==> config.mk <==
export PLATFORM = sky130hd
export DESIGN_NAME = uart_mem_loader_flat
export DESIGN_NICKNAME = d
export VERILOG_FILES = /design/src/rtl/uart_mem_loader_if.sv /design/src/rtl/uart_mem_loader.sv /design/src/flat_wrapper.sv
export SDC_FILE = /design/constraint.sdc
export NUM_CORES = 1
export LEC_CHECK = 0
export CORE_MARGIN = 2
export CORE_UTILIZATION = 40
export DETAILED_ROUTE_END_ITERATION = 7
export PLACE_DENSITY = 0.65
export SYNTH_ARGS = -nofsm -noshare
export SYNTH_HDL_FRONTEND = slang
export SYNTH_SLANG_ARGS = --single-unit
==> constraint.sdc <==
create_clock -name clk -period 5 [get_ports clk]
set_input_delay 1.25 -clock clk [delete_from_list [all_inputs] [get_ports clk]]
set_output_delay 1.25 -clock clk [all_outputs]
set_load 0.03 [all_outputs]
==> src/rtl/uart_mem_loader_if.sv <==
// uart_mem_loader_if: UART byte stream and single-cycle memory port of the loader, grouped as one bundle.
interface uart_mem_loader_if;
    logic        rx_valid;
    logic [7:0]  rx_data;
    logic        tx_valid;
    logic [7:0]  tx_data;
    logic        tx_ready;
    logic        mem_valid;
    logic        mem_write;
    logic [3:0]  mem_wmask;
    logic [31:0] mem_wdata;
    logic [31:0] mem_addr;
    logic [31:0] mem_rdata;
    logic        busy;
    modport master (
        input  rx_valid, rx_data, tx_ready, mem_rdata,
        output tx_valid, tx_data, mem_valid, mem_write, mem_wmask, mem_wdata, mem_addr, busy
    );
    modport slave (
        output rx_valid, rx_data, tx_ready, mem_rdata,
        input  tx_valid, tx_data, mem_valid, mem_write, mem_wmask, mem_wdata, mem_addr, busy
    );
endinterface

==> src/rtl/uart_mem_loader.sv <==
// uart_mem_loader: decodes SET_ADDR/WRITE/READ byte commands from the UART into byte accesses on the memory port.
module uart_mem_loader #(
    parameter logic [7:0] ACK_BYTE = 8'h06,
    parameter logic [7:0] NAK_BYTE = 8'h3F
) (
    input logic clk,
    input logic rst,
    uart_mem_loader_if.master bus
);
    typedef enum logic [3:0] {IDLE, ADDR, WLEN, WDATA, RLEN, RREQ, RWAIT, RSEND, RESP} state_t;
    state_t      state;
    logic [31:0] addr;
    logic [8:0]  count;
    always_ff @(posedge clk or posedge rst) begin
        if (rst) begin
            state          <= IDLE;
            addr           <= '0;
            count          <= '0;
            bus.tx_valid   <= 1'b0;
            bus.tx_data    <= '0;
            bus.mem_valid  <= 1'b0;
            bus.mem_write  <= 1'b0;
            bus.mem_wmask  <= '0;
            bus.mem_wdata  <= '0;
            bus.mem_addr   <= '0;
            bus.busy       <= 1'b0;
        end else begin
            bus.mem_valid <= 1'b0;
            bus.mem_write <= 1'b0;
            bus.mem_wmask <= '0;
            case (state)
                IDLE: if (bus.rx_valid) begin
                    bus.busy <= 1'b1;
                    count    <= '0;
                    case (bus.rx_data)
                        8'h01:   state <= ADDR;
                        8'h02:   state <= WLEN;
                        8'h03:   state <= RLEN;
                        default: begin
                            state        <= RESP;
                            bus.tx_valid <= 1'b1;
                            bus.tx_data  <= NAK_BYTE;
                        end
                    endcase
                end
                // little-endian: each new byte shifts in from the top
                ADDR: if (bus.rx_valid) begin
                    addr  <= {bus.rx_data, addr[31:8]};
                    count <= count + 9'd1;
                    if (count == 9'd3) begin
                        state        <= RESP;
                        bus.tx_valid <= 1'b1;
                        bus.tx_data  <= ACK_BYTE;
                    end
                end
                WLEN: if (bus.rx_valid) begin
                    count <= {~|bus.rx_data, bus.rx_data};
                    state <= WDATA;
                end
                WDATA: if (bus.rx_valid) begin
                    bus.mem_valid <= 1'b1;
                    bus.mem_write <= 1'b1;
                    bus.mem_wmask <= 4'b0001 << addr[1:0];
                    bus.mem_wdata <= {4{bus.rx_data}};
                    bus.mem_addr  <= {addr[31:2], 2'b00};
                    addr          <= addr + 32'd1;
                    count         <= count - 9'd1;
                    if (count == 9'd1) begin
                        state        <= RESP;
                        bus.tx_valid <= 1'b1;
                        bus.tx_data  <= ACK_BYTE;
                    end
                end
                // the read strobe is issued on entry so RREQ itself is the access cycle
                RLEN: if (bus.rx_valid) begin
                    count         <= {~|bus.rx_data, bus.rx_data};
                    bus.mem_valid <= 1'b1;
                    bus.mem_addr  <= {addr[31:2], 2'b00};
                    state         <= RREQ;
                end
                RREQ: state <= RWAIT;
                RWAIT: begin
                    bus.tx_data  <= bus.mem_rdata[{addr[1:0], 3'b000} +: 8];
                    bus.tx_valid <= 1'b1;
                    addr         <= addr + 32'd1;
                    count        <= count - 9'd1;
                    state        <= RSEND;
                end
                RSEND: if (bus.tx_ready) begin
                    bus.tx_valid <= 1'b0;
                    if (count != 9'd0) begin
                        bus.mem_valid <= 1'b1;
                        bus.mem_addr  <= {addr[31:2], 2'b00};
                        state         <= RREQ;
                    end else begin
                        bus.busy <= 1'b0;
                        state    <= IDLE;
                    end
                end
                RESP: if (bus.tx_ready) begin
                    bus.tx_valid <= 1'b0;
                    bus.busy     <= 1'b0;
                    state        <= IDLE;
                end
                default: state <= IDLE;
            endcase
        end
    end
endmodule

==> src/flat_wrapper.sv <==
// flat-port wrapper written by rule: the top's interface ports become plain ports
module uart_mem_loader_flat 
#(
    parameter logic [7:0] ACK_BYTE = 8'h06,
    parameter logic [7:0] NAK_BYTE = 8'h3F
)
  (clk, rst, bus_rx_valid, bus_rx_data, bus_tx_ready, bus_mem_rdata, bus_tx_valid, bus_tx_data, bus_mem_valid, bus_mem_write, bus_mem_wmask, bus_mem_wdata, bus_mem_addr, bus_busy);
  uart_mem_loader_if bus_i ();
  input logic clk;
  input logic rst;
  input wire logic [$bits(bus_i.rx_valid)-1:0] bus_rx_valid;
  input wire logic [$bits(bus_i.rx_data)-1:0] bus_rx_data;
  input wire logic [$bits(bus_i.tx_ready)-1:0] bus_tx_ready;
  input wire logic [$bits(bus_i.mem_rdata)-1:0] bus_mem_rdata;
  output wire logic [$bits(bus_i.tx_valid)-1:0] bus_tx_valid;
  output wire logic [$bits(bus_i.tx_data)-1:0] bus_tx_data;
  output wire logic [$bits(bus_i.mem_valid)-1:0] bus_mem_valid;
  output wire logic [$bits(bus_i.mem_write)-1:0] bus_mem_write;
  output wire logic [$bits(bus_i.mem_wmask)-1:0] bus_mem_wmask;
  output wire logic [$bits(bus_i.mem_wdata)-1:0] bus_mem_wdata;
  output wire logic [$bits(bus_i.mem_addr)-1:0] bus_mem_addr;
  output wire logic [$bits(bus_i.busy)-1:0] bus_busy;
  assign bus_i.rx_valid = bus_rx_valid;
  assign bus_i.rx_data = bus_rx_data;
  assign bus_i.tx_ready = bus_tx_ready;
  assign bus_i.mem_rdata = bus_mem_rdata;
  assign bus_tx_valid = bus_i.tx_valid;
  assign bus_tx_data = bus_i.tx_data;
  assign bus_mem_valid = bus_i.mem_valid;
  assign bus_mem_write = bus_i.mem_write;
  assign bus_mem_wmask = bus_i.mem_wmask;
  assign bus_mem_wdata = bus_i.mem_wdata;
  assign bus_mem_addr = bus_i.mem_addr;
  assign bus_busy = bus_i.busy;
  uart_mem_loader #(.ACK_BYTE(ACK_BYTE), .NAK_BYTE(NAK_BYTE)) u_core (.clk(clk), .rst(rst), .bus(bus_i));
endmodule
* Yosys cells after proc, flatten, opt, wreduce, memory -nomap -nowiden *
Cells that the tools add are included.

word-level totals
  bits of input ports = 44
  output and inout bits = 80
  word-level logic and storage cells = 116
  flip-flop bits (word level) = 125

operators by class
  shift operators = 2
  $add $sub $neg = 3
  equal/unequal tests = 28
  reduce and logical (&&, ||, !) cells = 22
  muxes and demuxes = 50

operators with widths
  operator               count
  $mux 32                5
  $pmux 32 s3            1
  $pmux 32 s2            1
  $mux 8                 6
  $pmux 9 s5             1
  $mux 4                 11
  $mux 9                 4
  $pmux 4 s9             1
  $add 32x1->32 const B  1
  $pmux 8 s4             1
  $shiftx 32x6->8        1
  $ne 2x2->1 const B     9
  $eq 4x3->1 const B     4
  $eq 8x2->1 const B     2
  $mux 1                 14
  $ne 2x1->1 const B     6
  $pmux 4 s3             1
  $reduce_and 5->1       2
  $reduce_bool 5->1      2
  $add 9x1->9 const B    1
  $eq 9x1->1 const B     1
  $eq 9x2->1 const B     1
  $reduce_and 9->1       1
  $reduce_bool 9->1      1
  23 further kinds       27

* Depth between registers and ports, before layout *
Gate-level depths: netlist (run 1).

  word-level depth = 5
  gate-level depth with buffers = 8
  gate-level depth less buffers = 7

* Least setup slack after synthesis (run 1) *
Ideal clock, no wire load.

  path type = input to register
  start point = input bus_rx_data[7]
  end point = register u_core.bus.tx_data[0]
  buffers on the path = 1
  stages = 6
  library setup time = 0.126 ns
  arrival time = 2.549 ns
  required time = 4.874 ns
  setup slack = 2.325 ns
  cells stage by stage = or4_1 > o311a_1 > o21a_1 > buf_2 > nor2_1 > a21oi_1

between the ends
  longest elaborated chain between the ends = 4
  elaborated cells between the ends (all ways) = 6
  classes of those cells = eq/ne: 4; reduce/logical: 2

RTL lines
  what                                             line                      RTL
  from (decl)                                      flat_wrapper.sv:12        input wire logic [$bits(bus_i.rx_data)-1:0] bus_rx_data;
  $eq 8x1->1 / $eq 8x2->1 (equally long branches)  uart_mem_loader.sv:35     case (bus.rx_data)
  $reduce_or 3->1 (no source line) (*)             --
  $ne 2x2->1 (no source line) (*)                  --
  $reduce_and 7->1 (no source line) (*)            --
  to (signal assigned)                             uart_mem_loader.sv:83     bus.tx_data <= bus.mem_rdata[{addr[1:0], 3'b000} +: 8];
  to (decl)                                        uart_mem_loader_if.sv:17  output tx_valid, tx_data, mem_valid, mem_write, mem_wmask, mem_wdata, mem_addr, busy

Every way passes the cells marked *; elsewhere a longest branch is shown, timed or not.
A chain may end at the register's enable or synchronous reset.

* Final worst setup path (run 1) *
  start point = input bus_rx_valid
  end point = register u_core.addr[21]

between the ends
  longest elaborated chain between the ends = 2
  elaborated cells between the ends (all ways) = 3
  classes of those cells = eq/ne: 2; reduce/logical: 1

RTL lines
  what                                   line                   RTL
  from (decl)                            flat_wrapper.sv:11     input wire logic [$bits(bus_i.rx_valid)-1:0] bus_rx_valid;
  $ne 2x2->1 (no source line)            --
  $reduce_and 3->1 (no source line) (*)  --
  to (signal assigned)                   uart_mem_loader.sv:48  addr <= {bus.rx_data, addr[31:8]};
  to (signal assigned)                   uart_mem_loader.sv:66  addr <= addr + 32'd1;
  to (signal assigned)                   uart_mem_loader.sv:85  addr <= addr + 32'd1;
  to (decl)                              uart_mem_loader.sv:12  logic [31:0] addr;

Marks and branches as above.

==> results of run 1 <==
==> critical path: cells and delay by family <==
family          cells  cell delay [ns]
compound gates      2             1.01
simple gates        3             0.69
buf+inv             1             0.71
==> path summary, 6_finish.rpt <==
| kind | to | cells past startpoint |
|---|---|---|
| setup / recovery | u_core.addr[21] | 6 |
| hold / removal | u_core.bus.mem_addr[13] | 1 |
| setup reg to reg | u_core.addr[16] | 6 |
| hold reg to reg | u_core.bus.mem_addr[13] | 1 |
| max in group asynchronous | u_core.bus.mem_addr[2] | 3 |
| min in group asynchronous | u_core.addr[15] | 2 |
==> logic make-up after synthesis <==
family	count (synthesis)	synth area share (%)
and+or+nand+nor	190	18.0
adders and majority gates	8	1.74
xor gates and xnor gates	3	0.456
buffers and inverters	81	7.49
AOI/OAI and AO/OA	164	18.6
other	1	0.0650
muxes	47	10.7
DFF	99	43.0
==> layout by cell type (no fill, tap or decap), types with 5 or more instances in the layout <==
| cell type | count |
|---|---|
| inv_1 | 13 |
| dfrtp_1 | 99 |
| ha_1 | 8 |
| mux2_2 | 9 |
| o21a_1 | 5 |
| nor2_1 | 41 |
| buf_4 | 9 |
| o22a_1 | 6 |
| mux2_1 | 29 |
| or4_1 | 5 |
| nor4_1 | 7 |
| nand2_1 | 39 |
| and3_1 | 10 |
| a22oi_1 | 6 |
| o21ai_0 | 38 |
| mux4_2 | 8 |
| a21oi_1 | 41 |
| o211ai_1 | 5 |
| clkbuf_16 | 9 |
| and2_1 | 7 |
| nand4_1 | 10 |
| clkdlybuf4s50_1 | 121 |
| a31oi_1 | 10 |
| nor3_1 | 6 |
| o22ai_1 | 6 |
| nand3_1 | 30 |
| a32oi_1 | 5 |
==> power by group through the flow <==
stage	registers (mW)	logic, mW	clock network [mW]
floorplan	1.78	1.60	0
global placement	1.69	2.46	0
detailed placement	1.70	2.50	0
CTS	1.69	2.51	0.670
global route	1.76	2.71	0.699
finish	1.70	2.50	0.653
==> area by class of cell <==
type	instances	area, um^2
clock buffers	11	233
inverters	14	55.1
flip-flops and latches	99	2480
fillers	1299	6820
repair buffers	130	1280
well taps	180	225
multi-input cells	414	2860
clock inverters	5	36.3
==> layer usage <==
layer	track usage [%]	up-vias	wire, um
li1	-	2327	-
met1	27.9	2445	6940
met3	3.39	26	1200
met5	0	-	13
met4	6.53	2	236
met2	33.7	221	7300
==> per-stage QoR <==
stage,cells,setup WS (ns),cell area [um^2]
floorplan,594,1.16,5770
global placement,837,1.37,6900
detailed placement,837,1.23,6900
CTS,853,1.64,7170
global route,853,1.45,7170
finish,853,1.58,7170
==> sequential cells by signal, summed over array words and instances, names as in the netlist <==
| name | cells |
|---|---|
| u_core.addr | 32 |
| u_core.bus.busy | 1 |
| u_core.bus.mem_addr | 30 |
| u_core.bus.mem_valid | 1 |
| u_core.bus.mem_wdata | 8 |
| u_core.bus.mem_wmask | 4 |
| u_core.bus.mem_write | 1 |
| u_core.bus.tx_data | 8 |
| u_core.bus.tx_valid | 1 |
| u_core.count | 9 |
| u_core.state | 4 |
==> flow_summary.ini, run 1 <==
[pwr]
seqPwrFrac_pct = 35.0
p_sw_share_pct = 46.4
leakagePower_nw = 2.81
power.clock.fraction_pct = 13.5
power.density_mw_per_mm2 = 676
ir_drop_v = 0.000360
p_switching_mw = 2.25
p_comb_share_pct = 51.6
internal_power_mw = 2.60
finalPower_mw = 4.85

[logic_synthesis]
synthCells = 593
ys.flop_type = dfrtp_1
synth.largest_area_cell = dfrtp_1
yosys.area.top_type_share_pct = 43.0
synth_edf_count = 0
synthTopCellsByCount = dfrtp_1 (99), a21oi_1 (42), nor2_1 (41)
synth.area.top_cells = dfrtp_1 (43%), mux2_1 (5.7%), buf_4 (3.8%)
synth.distinct_cells = 72
synth_most_common_cell = dfrtp_1
ys_warn_count = 0
yosysSeqAreaShare_pct = 43.0
synth-seq-cells = 99
syn_area_mm2 = 0.00577
avgSynthCellArea_um2 = 9.72
async_flop_share_pct = 100

[finish]
layout.nets = 720
final_layout_size_suffix_gt1_share_pct = 8.77
finalCoreUtilization_pct = 51.3
synthToLayoutAreaGrowth_pct = 24.3
antenna_cells = 0

[outcome]
status = finished clean

[route]
post_drt_wl_per_cell_um = 18.4
vias = 5021
drc = 0
via_per_inst = 5.89
postRouteAntennaNets = 0
drtIter0Drc = 489
totalWireLength_mm = 15.7
dr.pass1.iters = 6

[cts]
clockBufferDepth = 2
cts_htree_levels = 3
cts_tree = yes
cts_resized = 0
cts_buffers = 9
cts.sinks = 99
postCtsHoldBufs = 0
clk_latency_ns = 0.35
path_clk_slew_ns = 0.07
cts-root-buf = clkbuf_16
postCtsSetupBuffers = 0

[worst_setup_path]
crit_start = bus_rx_valid
cp.arrival_ns = 3.65
cp.required_ns = 5.23
crit_path_top_delay_cell = clkdlybuf4s50_1
reg2reg_slack_ns = 2.15
slowest_delay_ns = 0.71
path_max_fanout = 17
start_kind = input pin
critical_path_class = input pin to register
path_cells = clkdlybuf4s50_1, nor2b_1, a21oi_2, nor2_1, a222oi_1, nand2_1
cp-end-kind = register
r2r-start = u_core.addr[0]

[global_routing]
grt_overflow_total = 0
grt_antenna_before_repair = 1
grt_pass1_wl_mm = 24.8
grt_max_degree = 37
grt_use_total_pct = 20.6
first_global_vias = 4778

[floorplan]
dieHeight_um = 124
coreArea_mm2 = 0.0140
ioPinCount = 124
die_w_um = 124
die_area_mm2 = 0.0154
rows = 43
initial_core_util_pct = 41.2

[sta]
skew_ns = 0.00994
worstMarginPinSlew_ns = 0.947
tns_ns = 0
period_needed_ns = 3.42
maxSlewHeadroom_pct = 36.3
hold_viol = 0
worst_hold_slack_ns = 0.494
slew_violations = 0
timing.fmax_mhz = 292
setup-violations-final = 0
timing.final.crit_share_pct = 68.5
rsz0062_at_grt = false

[placed_design]
gp_congestion = 0.905
hpwl_mm = 11.1
port-buffer-count = 121

[min_path]
min_from = u_core.bus.mem_addr[13]
hold_class = register to register

[job]
max_cap_violations = 0
Power figures use the tool's default switching activity.
==> inputs of run 2 (changes only) <==
==> constraint.sdc (replaced) <==
create_clock -name clk -period 3.2 [get_ports clk]
set_input_delay 0.8 -clock clk [delete_from_list [all_inputs] [get_ports clk]]
set_output_delay 0.8 -clock clk [all_outputs]
set_load 0.03 [all_outputs]
==> flow_summary.ini, run 2 (synthesis gave the netlist of run 1 again) <==
[floorplan]
rows = 43
dieHeight_um = 124
die_area_mm2 = 0.0154
ioPinCount = 124
initial_core_util_pct = 41.2
coreArea_mm2 = 0.0140
die_w_um = 124

[cts]
cts_resized = 0
postCtsHoldBufs = 0
cts-root-buf = clkbuf_16
clockBufferDepth = 2
path_clk_slew_ns = 0.07
cts_buffers = 9
postCtsSetupBuffers = 0
clk_latency_ns = 0.35
cts_htree_levels = 3
cts_tree = yes
cts.sinks = 99

[pwr]
leakagePower_nw = 2.86
finalPower_mw = 7.68
power.density_mw_per_mm2 = 1050
ir_drop_v = 0.000543

[placed_design]
postPlaceCellArea_mm2 = 0.00701
post-place-ws_ns = 0.328
hpwl_mm = 11.4
port-buffer-count = 121
gp_congestion = 0.880

[job]
max_cap_violations = 0

[worst_setup_path]
crit_path_top_delay_cell = or4_1
reg2reg_slack_ns = 0.78
cp.arrival_ns = 2.78
critical_path_class = input pin to register
start_kind = input pin
path_max_fanout = 12
path_cells = clkdlybuf4s50_1, or4_1, o311a_1, o21a_1, o22a_1
slowest_delay_ns = 0.56
critPathTopFamily = compound AO/OA/AOI/OAI gates
critical_path_buf_inv_count = 1
reg2reg_depth = 6
cp.depth = 5
cp.required_ns = 3.43
cp-end-kind = register

[finish]
synthToLayoutAreaGrowth_pct = 26.5
final_area_mm2 = 0.00729
layout.nets = 731
fill_cells = 1251
antenna_cells = 0
regArea_mm2 = 0.00248
final_cell_mix = clkdlybuf4s50_1 (121), dfrtp_1 (99), nor2_1 (41), a21oi_1 (41), nand2_1 (39)
finalCoreUtilization_pct = 52.1
multi_input_area_mm2 = 0.00286
top_register = u_core.addr
final_common_cell = clkdlybuf4s50_1
largest_register_ff_count = 32
largestRegisters = u_core.addr: 32 flops, u_core.bus.mem_addr: 30 flops, u_core.count: 9 flops
final_layout_size_suffix_gt1_share_pct = 10.1

[min_path]
hold_depth = 1
hold_class = register to register

[global_routing]
grt_max_degree = 39
grt_pass1_wl_mm = 25.9
first_global_vias = 4923
grt_antenna_before_repair = 1
grt_use_total_pct = 21.5
grt_overflow_total = 0

[route]
postRouteAntennaNets = 0
vias = 5020
totalWireLength_mm = 15.9
drc = 0
dr.pass1.iters = 5
via_per_inst = 5.82
post_drt_wl_per_cell_um = 18.4
drtIter0Drc = 466

[sta]
slew_violations = 0
layout_setup_ws_ns = 0.651
timing.fmax_mhz = 392
worstMarginPinSlew_ns = 0.779
period_needed_ns = 2.55
setup-violations-final = 0
timing.final.crit_share_pct = 79.7
maxSlewHeadroom_pct = 47.6
hold_viol = 0
tns_ns = 0
rsz0062_at_grt = false
skew_ns = 0.00618

[outcome]
status = finished clean
## run 2: changes by cell type in the layout (fill, tap and decap cells not counted), sizes merged
| cell | change |
|---|---|
| clkinv | -3 |
| buf | +11 |
| bufinv | +1 |
| inv | -3 |
| clkinvlp | +4 |
## run 2: cell type report
cell class / instances / area share (%)
multi-input cells: 414 / 39.3
flip-flops and latches: 99 / 34.0
repair buffers: 141 / 19.0
clock buffers: 11 / 3.19
well taps: 180 / 3.09
inverters: 14 / 0.772
clock inverters: 4 / 0.720
## run 2: worst register-to-register path: stages, from the launching register on
cell and delay, ns:
dfrtp_1 0.48, or4_4 0.60, nor3_2 0.17, nor2_1 0.13, a22oi_2 0.14, buf_4 0.41
mux2_2 0.39
## run 2: stage by stage
step	hold WS, ns	cells
2_1_floorplan	0.497	594
3_3_place_gp	0.479	848
3_5_place_dp	0.484	848
4_1_cts	0.504	863
5_1_grt	0.522	863
6_report	0.497	863
## run 2: worst paths after layout
check / start / to
max: bus_rx_data[2] / u_core.bus.tx_data[2]
min: u_core.bus.mem_addr[14] / u_core.bus.mem_addr[14]
max reg2reg: u_core.count[5] / u_core.bus.mem_addr[30]
min reg2reg: u_core.bus.mem_addr[14] / u_core.bus.mem_addr[14]
max in group asynchronous: rst / u_core.bus.mem_wmask[0]
min in group asynchronous: rst / u_core.bus.mem_addr[30]
## run 2: power by group
group / total (mW) / leakage (nW) / switching [mW] / internal [mW]
Clock: 1.07 / 0.128 / 0.468 / 0.602
Sequential: 2.58 / 1.18 / 0.774 / 1.81
Combinational: 4.03 / 1.55 / 2.27 / 1.76
Total: 7.68 / 2.86 / 3.51 / 4.17
## run 2: routing by layer
metal	routed length, um	up-vias	part of all wire [%]	global-route usage [%]
met3	1110	26	7.0	3.30
met5	13	-	0.082	0
met1	6950	2439	44	29.4
met4	293	2	1.8	7.37
met2	7510	202	47	34.9
li1	-	2351	-	-
==> inputs of run 3 (changes only) <==
--- a/config.mk
+++ b/config.mk
@@ -8,7 +8,7 @@
 export CORE_MARGIN = 2
 export CORE_UTILIZATION = 40
 export DETAILED_ROUTE_END_ITERATION = 7
-export PLACE_DENSITY = 0.65
+export PLACE_DENSITY = 0.68
 export SYNTH_ARGS = -nofsm -noshare
 export SYNTH_HDL_FRONTEND = slang
 export SYNTH_SLANG_ARGS = --single-unit
==> constraint.sdc (replaced) <==
create_clock -name clk -period 2.3 [get_ports clk]
set_input_delay 0.575 -clock clk [delete_from_list [all_inputs] [get_ports clk]]
set_output_delay 0.575 -clock clk [all_outputs]
set_load 0.03 [all_outputs]
==> flow_summary.ini, run 3 (synthesis gave the netlist of run 1 again) <==
[pwr]
power.density_mw_per_mm2 = 1470
p_switching_mw = 5.02
internal_power_mw = 6.28
seqPwrFrac_pct = 30.3
p_sw_share_pct = 44.5
p_comb_share_pct = 54.9
power.clock.fraction_pct = 14.8
ir_drop_v = 0.000708
leakagePower_nw = 3.12

[sta]
hold_viol = 0
worstMarginPinSlew_ns = 0.639
rsz0062_at_grt = false
timing.final.crit_share_pct = 95.9
worst_hold_slack_ns = 0.494
setup-violations-final = 0
slew_violations = 0
timing.fmax_mhz = 454
period_needed_ns = 2.20
maxSlewHeadroom_pct = 57.4
layout_setup_ws_ns = 0.0954
skew_ns = 0.0104

[finish]
layout.nets = 772
final_area_mm2 = 0.00768
top_register = u_core.addr
final_cell_mix = clkdlybuf4s50_1 (121), dfrtp_1 (99), buf_4 (57)
regArea_mm2 = 0.00248
finalCoreUtilization_pct = 54.9
stdcell_count = 905
multi_input_area_mm2 = 0.00288
fill_cells = 1235
final_common_cell = clkdlybuf4s50_1
largestRegisters = u_core.addr: 32 flops, u_core.bus.mem_addr: 30 flops, u_core.count: 9 flops
largest_register_ff_count = 32
antenna_cells = 0
final_layout_size_suffix_gt1_share_pct = 16.0
synthToLayoutAreaGrowth_pct = 33.2

[cts]
cts_buffers = 9
clockBufferDepth = 2
cts_tree = yes
clk_latency_ns = 0.36
path_clk_slew_ns = 0.07
postCtsHoldBufs = 0
cts-root-buf = clkbuf_16
cts.sinks = 99
cts_htree_levels = 3

[placed_design]
post-place-ws_ns = -0.356
port-buffer-count = 121
gp_congestion = 0.887
postPlaceCellArea_mm2 = 0.00734
hpwl_mm = 11.7
dp.cells = 889

[min_path]
hold_class = register to register

[global_routing]
grt_pass1_wl_mm = 26.0
first_global_vias = 5116
grt_max_degree = 100
grt_use_total_pct = 21.7
grt_antenna_before_repair = 0
grt_overflow_total = 0

[route]
vias = 5309
dr.pass1.iters = 6
post_drt_wl_per_cell_um = 17.9
drtIter0Drc = 368
postRouteAntennaNets = 0
drc = 0
totalWireLength_mm = 16.2
via_per_inst = 5.87

[floorplan]
initial_core_util_pct = 41.2
die_w_um = 124
dieHeight_um = 124
ioPinCount = 124
coreArea_mm2 = 0.0140
rows = 43
die_area_mm2 = 0.0154

[worst_setup_path]
cp.required_ns = 2.55
cp-end-kind = register
reg2reg_slack_ns = 0.16
cp.arrival_ns = 2.45
critical_path_class = input pin to register
start_kind = input pin
path_max_fanout = 12

[outcome]
status = finished clean

[job]
max_cap_violations = 0
run 3: routing by layer:
layer | vias up | GRT usage, % | part of all wire (%)
met4 | 0 | 8.99 | 2.5
li1 | 2436 | - | -
met3 | 33 | 3.89 | 8.1
met2 | 268 | 34.2 | 45
met1 | 2572 | 29.5 | 44
met5 | - | 0 | 0
run 3: layout make-up:
class                   count  area share (%)
clock buffers              10            3.11
well taps                 180            2.93
inverters                  14           0.733
multi-input cells         414            37.4
clock inverters             6            1.14
flip-flops and latches     99            32.3
repair buffers            182            22.4
run 3: final timing paths:
| check | startpoint | to | cells past startpoint |
|---|---|---|---|
| worst max-delay path | bus_rx_data[7] | u_core.bus.tx_data[1] | 5 |
| worst min-delay path | u_core.bus.mem_addr[15] | u_core.bus.mem_addr[15] | 1 |
| worst max register to register | u_core.count[5] | u_core.bus.mem_addr[30] | 6 |
| worst min register to register | u_core.bus.mem_addr[15] | u_core.bus.mem_addr[15] | 1 |
| max in group asynchronous | rst | u_core.bus.tx_valid | 3 |
| min in group asynchronous | rst | u_core.bus.mem_wdata[30] | 3 |
run 3: through the flow:
step | power [mW] | TNS [ns]
after global placement | 9.47 | -2.69
after global routing | 12.0 | 0
after floorplan | 7.35 | 0
after detailed placement | 9.62 | -4.40
after CTS | 11.3 | 0
final | 11.3 | 0
run 3: timing repair:
item / CTS / global route
buffers inserted: 0 / 0
setup endpoints to repair: 0 / 16
gates resized for setup: 0 / 3
endpoints found under the hold margin: 0 / 0
run 3: critical path, stage by stage:
cell,delay [ns]
clkdlybuf4s50_1,0.43
or4_1,0.59
o311a_1,0.35
o21a_2,0.29
o22a_1,0.22
run 3: power groups by stage:
| stage | clock network (mW) | registers (mW) | logic [mW] |
|---|---|---|---|
| after floorplan | 0 | 3.87 | 3.48 |
| after global routing | 1.77 | 3.55 | 6.71 |
| final | 1.67 | 3.43 | 6.21 |
| after detailed placement | 0 | 3.44 | 6.19 |
| after global placement | 0 | 3.40 | 6.06 |
| after CTS | 1.70 | 3.41 | 6.22 |
